==> src/rtl/mux4_rr_sched.sv <==
// Round-robin scheduler for four valid/ready channels feeding a 4:1 mux, with a one-beat output register.
// Optional packet lock (channel held until in_last) is enabled by defining MUX4_RR_SCHED_LOCK_EN.
module mux4_rr_sched #(
  parameter int DATA_W = 8
) (
  input  logic                  clk,
  input  logic                  rst,
  input  logic [3:0]            in_valid,
  input  logic [4*DATA_W-1:0]   in_data,
`ifdef MUX4_RR_SCHED_LOCK_EN
  input  logic [3:0]            in_last,
`endif
  output logic [3:0]            in_ready,
  output logic [1:0]            sel,
  output logic                  out_valid,
  output logic [DATA_W-1:0]     out_data,
  output logic [1:0]            out_ch,
  input  logic                  out_ready
);

  // First requester after p in the order p+1, p+2, p+3, p; returns p if nobody requests.
  function automatic logic [1:0] rr_pick(input logic [1:0] p, input logic [3:0] req);
    logic [1:0] c;
    rr_pick = p;
    for (int k = 4; k >= 1; k--) begin
      c = p + 2'(k);
      if (req[c]) rr_pick = c;
    end
  endfunction

  logic [1:0]        ptr;
  logic              vld_p1;
  logic [DATA_W-1:0] data_p1;
  logic [1:0]        ch_p1;

  logic              load_p0;
  logic              gnt_ok_p0;
  logic [1:0]        gnt_ch_p0;
  logic              xfer_p0;

`ifdef MUX4_RR_SCHED_LOCK_EN
  logic              locked;
  logic [1:0]        lock_ch;
`endif

  // ---- stage p0: arbitration on the live request vector ----
  always_comb begin
    load_p0   = ~vld_p1 | out_ready;
    gnt_ch_p0 = rr_pick(ptr, in_valid);
    gnt_ok_p0 = |in_valid;
`ifdef MUX4_RR_SCHED_LOCK_EN
    if (locked) begin
      gnt_ch_p0 = lock_ch;
      gnt_ok_p0 = in_valid[lock_ch];
    end
`endif
    xfer_p0  = load_p0 & gnt_ok_p0;
    in_ready = xfer_p0 ? (4'b0001 << gnt_ch_p0) : 4'b0000;
    sel      = gnt_ch_p0;
  end

  // ---- stage p1: output slot and last-grant pointer ----
  always_ff @(posedge clk or posedge rst) begin
    if (rst) begin
      vld_p1  <= 1'b0;
      data_p1 <= '0;
      ch_p1   <= 2'd0;
      ptr     <= 2'b11;
    end else if (xfer_p0) begin
      vld_p1  <= 1'b1;
      data_p1 <= in_data[gnt_ch_p0*DATA_W +: DATA_W];
      ch_p1   <= gnt_ch_p0;
      ptr     <= gnt_ch_p0;
    end else if (out_ready) begin
      vld_p1  <= 1'b0;
    end
  end

`ifdef MUX4_RR_SCHED_LOCK_EN
  // A non-last beat pins arbitration to its channel until that channel's last beat.
  always_ff @(posedge clk or posedge rst) begin
    if (rst) begin
      locked  <= 1'b0;
      lock_ch <= 2'd0;
    end else if (xfer_p0) begin
      locked  <= ~in_last[gnt_ch_p0];
      lock_ch <= gnt_ch_p0;
    end
  end
`endif

  assign out_valid = vld_p1;
  assign out_data  = data_p1;
  assign out_ch    = ch_p1;

endmodule

==> config.mk <==
export PLATFORM = sky130hd
export DESIGN_NAME = mux4_rr_sched
export DESIGN_NICKNAME = d
export VERILOG_FILES = /design/src/rtl/mux4_rr_sched.sv
export SDC_FILE = /design/constraint.sdc
export NUM_CORES = 1
export LEC_CHECK = 0
export ABC_CLOCK_PERIOD_IN_PS = 4890
export BUFFER_PORTS_ARGS = -buffer_cell sky130_fd_sc_hd__buf_2
export CAP_MARGIN = 20
export CORE_MARGIN = 3
export CORE_UTILIZATION = 46
export CTS_BUF_LIST = sky130_fd_sc_hd__clkbuf_2 sky130_fd_sc_hd__clkbuf_4 sky130_fd_sc_hd__clkbuf_8
export DETAILED_ROUTE_END_ITERATION = 8
export HOLD_SLACK_MARGIN = 0.03
export PLACE_DENSITY = 0.91
export SYNTH_ARGS = -nofsm -noshare
export SYNTH_HDL_FRONTEND = slang
export SYNTH_SLANG_ARGS = --single-unit
==> constraint.sdc <==
create_clock -name clk -period 4.89 [get_ports clk]
set_input_delay 0.978 -clock clk [delete_from_list [all_inputs] [get_ports clk]]
set_output_delay 0.978 -clock clk [all_outputs]
set_load 0.02 [all_outputs]
==> results.py <==
metrics = {
    "run_status": {
        "status": "completed",
    },
    "min_path": {
        "min-delay-start": "ptr[0]",
        "holdPathEnd": "ptr[0]",
        "worstHoldPathType": "reg -> reg",
        "holdPathStages": 2,
    },
    "synth": {
        "synth_edf_count": 0,
        "syn_nets": 134,
        "synth_area_leaders": "dfrtp_1 (29%), a221oi_2 (11%), mux2i_1 (8.5%)",
        "netlist_area_um2": 940,
        "ys_seq_area_share_pct": 34.9,
        "synth_common_cells": "nor2_1 (17), dfrtp_1 (11), a211oi_1 (8), and2_1 (8), mux2i_1 (8)",
        "ys_types": 28,
        "synth_top_cell_by_area": "dfrtp_1",
        "synth_top_area_share_pct": 29.3,
        "ys.flop_type": "dfrtp_1",
        "synthArstFlopShare_pct": 100,
        "postSynthAreaPerCell_um2": 9.89,
        "synth-seq-cells": 13,
        "synthesis.instances": 95,
        "synth_most_common_cell": "nor2_1",
        "synth_warnings": 0,
    },
    "run": {
        "maxCapViolCount": 0,
    },
    "worst_setup_path": {
        "crit_top_cell": "buf_2",
        "crit_path_cell_trace": "buf_2 -> nor4_2 -> a21oi_2 -> a21bo_2 -> nor2_1 -> buf_2",
        "required_ps": 3910,
        "r2r-end": "out_data[4]",
        "rr_worst_depth": 4,
        "r2r_setup_slack_ps": 2870,
        "critPathCaptureType": "output port",
        "cpMaxStageDelayCell": "a21oi_2",
        "crit_arrival_ps": 2350,
        "critPathKind": "in -> out",
        "cpPeakStageDelay_ps": 500,
        "cp_max_fo": 16,
        "worstReg2RegStart": "out_valid",
        "cp-start-kind": "primary input",
    },
    "routing": {
        "wl_um": 2430,
        "vias_per_cell": 5.35,
        "wire_per_inst_um": 14.0,
        "dr.pass1.iters": 4,
        "drc": 0,
        "ant_nets": 0,
        "vias": 925,
        "drt_iter0_drc": 18,
    },
    "placed_design": {
        "dp.cells": 169,
        "port_buffers": 55,
        "dp_hpwl_um": 1910,
        "gp_congestion": 0.808,
        "post-place-ws_ps": 1570,
    },
    "grt": {
        "grt_pass1_wl_um": 3750,
        "grt_max_degree": 17,
        "grt_pass1_vias": 900,
        "grt_usage_pct": 19.2,
        "antenna_found_initial": 0,
        "grt-ovfl-total": 0,
    },
    "sta": {
        "period_share_pct": 68.1,
        "maxSlewHeadroom_pct": 55.1,
        "min_period_ps": 3330,
        "drv_slew": 0,
        "hold_violations": 0,
        "finClkSkew_ps": 4.45,
        "rsz0062_at_grt": "false",
        "worst_pin_slew_ps": 674,
        "fin_tns_setup_ps": 0,
        "setup_viol": 0,
        "setup_slack_ps": 1560,
        "max_freq_mhz": 300,
    },
    "power": {
        "pwr-share-seq_pct": 33.2,
        "p_int_mw": 0.280,
        "clkPwrFrac_pct": 13.1,
        "power_density_mw_per_mm2": 429,
        "p_comb_share_pct": 53.7,
        "ir_drop_uv": 273,
        "power_switching_mw": 0.234,
        "leakage_nw": 0.595,
        "p_sw_share_pct": 45.5,
    },
    "cells_and_area": {
        "syn_to_final_growth_pct": 27.6,
        "regArea_um2": 328,
        "nFillCells": 163,
        "multi_input_area_um2": 509,
        "num-nets-final": 188,
        "final_cells": 173,
        "antenna_cells": 0,
        "layout-drive-gt1-share_pct": 50.7,
    },
    "floorplanning": {
        "core_area_mm2": 0.00182,
        "rows": 15,
        "start_util_pct": 51.6,
        "die_x_um": 51.2,
        "dieArea_mm2": 0.00262,
        "die_h_um": 51.2,
        "ios": 56,
    },
    "cts": {
        "cts_buffers": 3,
        "cts_sinks": 13,
        "clk_pin_slew_ps": 90,
        "cts_max_path_buffers": 2,
        "cts_setup_buffers": 0,
        "cts_tree": "done",
        "worstSkewPairLatency_ps": 280,
        "cts.htree.levels": 1,
        "postCtsResizedCells": 0,
        "ctsHoldBuffers": 0,
        "cts_root_buf": "clkbuf_4",
    },
}
[critical path: cells and delay by family]
family | cells | cell delay (ps)
AND/OR/NAND/NOR | 2 | 170
AO/OA/AOI/OAI | 2 | 900
buffers and inverters | 2 | 300
[cell usage in the layout, fill, tap and decap left out, drive strengths merged]
| cell | n |
|---|---|
| a211oi | 8 |
| a21bo | 1 |
| a21o | 1 |
| a21oi | 3 |
| a221oi | 8 |
| and2 | 9 |
| and3 | 1 |
| buf | 55 |
| clkbuf | 3 |
| clkinv | 1 |
| dfrtp | 11 |
| dfstp | 2 |
| inv | 6 |
| mux2i | 8 |
| nand2 | 2 |
| nand2b | 2 |
| nor2 | 17 |
| nor2b | 2 |
| nor3 | 2 |
| nor4 | 1 |
| o211ai | 1 |
| o21ai | 4 |
[layer usage]
layer,track usage [%],vias up,wire length (um)
met3,3.79,4,221
met5,0,-,0
li1,-,450,-
met4,6.73,0,16
met1,21.9,415,986
met2,35.0,56,1200
[cell type report]
class / count / area share (%)
Multi-Input combinational cell: 70 / 42.5
Sequential cell: 13 / 27.3
Timing Repair Buffer: 55 / 23.0
Tap cell: 25 / 2.61
Inverter: 6 / 2.30
Clock buffer: 3 / 1.88
Clock inverter: 1 / 0.418
[logic make-up after synthesis]
logic type / Yosys count / share of synthesized area (%)
compound gates: 26 / 25.7
flops: 13 / 34.9
simple gates: 36 / 20.0
mux: 8 / 8.52
buf+inv: 12 / 10.9
[stage by stage]
stage                     power, mW  util (%)  area, um^2  hold WS, ps
after floorplan               0.399         -         940          493
after global placement        0.441      64.3        1170          483
after detailed placement      0.450      64.3        1170          510
after CTS                     0.516      65.8        1200          530
after global routing          0.545      65.8        1200          560
final                         0.514      65.8        1200          530
[registers in the layout, indices dropped and copies added (netlist names)]
| signal | cells |
|---|---|
| ptr | 2 |
| out_data | 8 |
| out_valid | 1 |
| out_ch | 2 |
[power by group through the flow]
stage	Sequential (mW)	Clock (mW)	Combinational, mW
after global routing	0.176	0.0716	0.297
after CTS	0.170	0.0673	0.279
after global placement	0.171	0	0.270
after floorplan	0.210	0	0.188
after detailed placement	0.172	0	0.278
final	0.171	0.0674	0.276
[worst max path at each step]
| stage | startpoint | to | slack, ps | cells after the start |
|---|---|---|---|---|
| floorplan | in_valid[3] | in_ready[0] | 1700 | 7 |
| global placement | in_valid[0] | in_ready[2] | 1650 | 6 |
| global route | in_valid[0] | in_ready[2] | 1470 | 6 |
| finish | in_valid[3] | in_ready[2] | 1560 | 6 |
| CTS | in_valid[3] | in_ready[3] | 1560 | 6 |
| detailed placement | in_valid[3] | in_ready[3] | 1570 | 6 |
(Power assumes the default switching activity.)
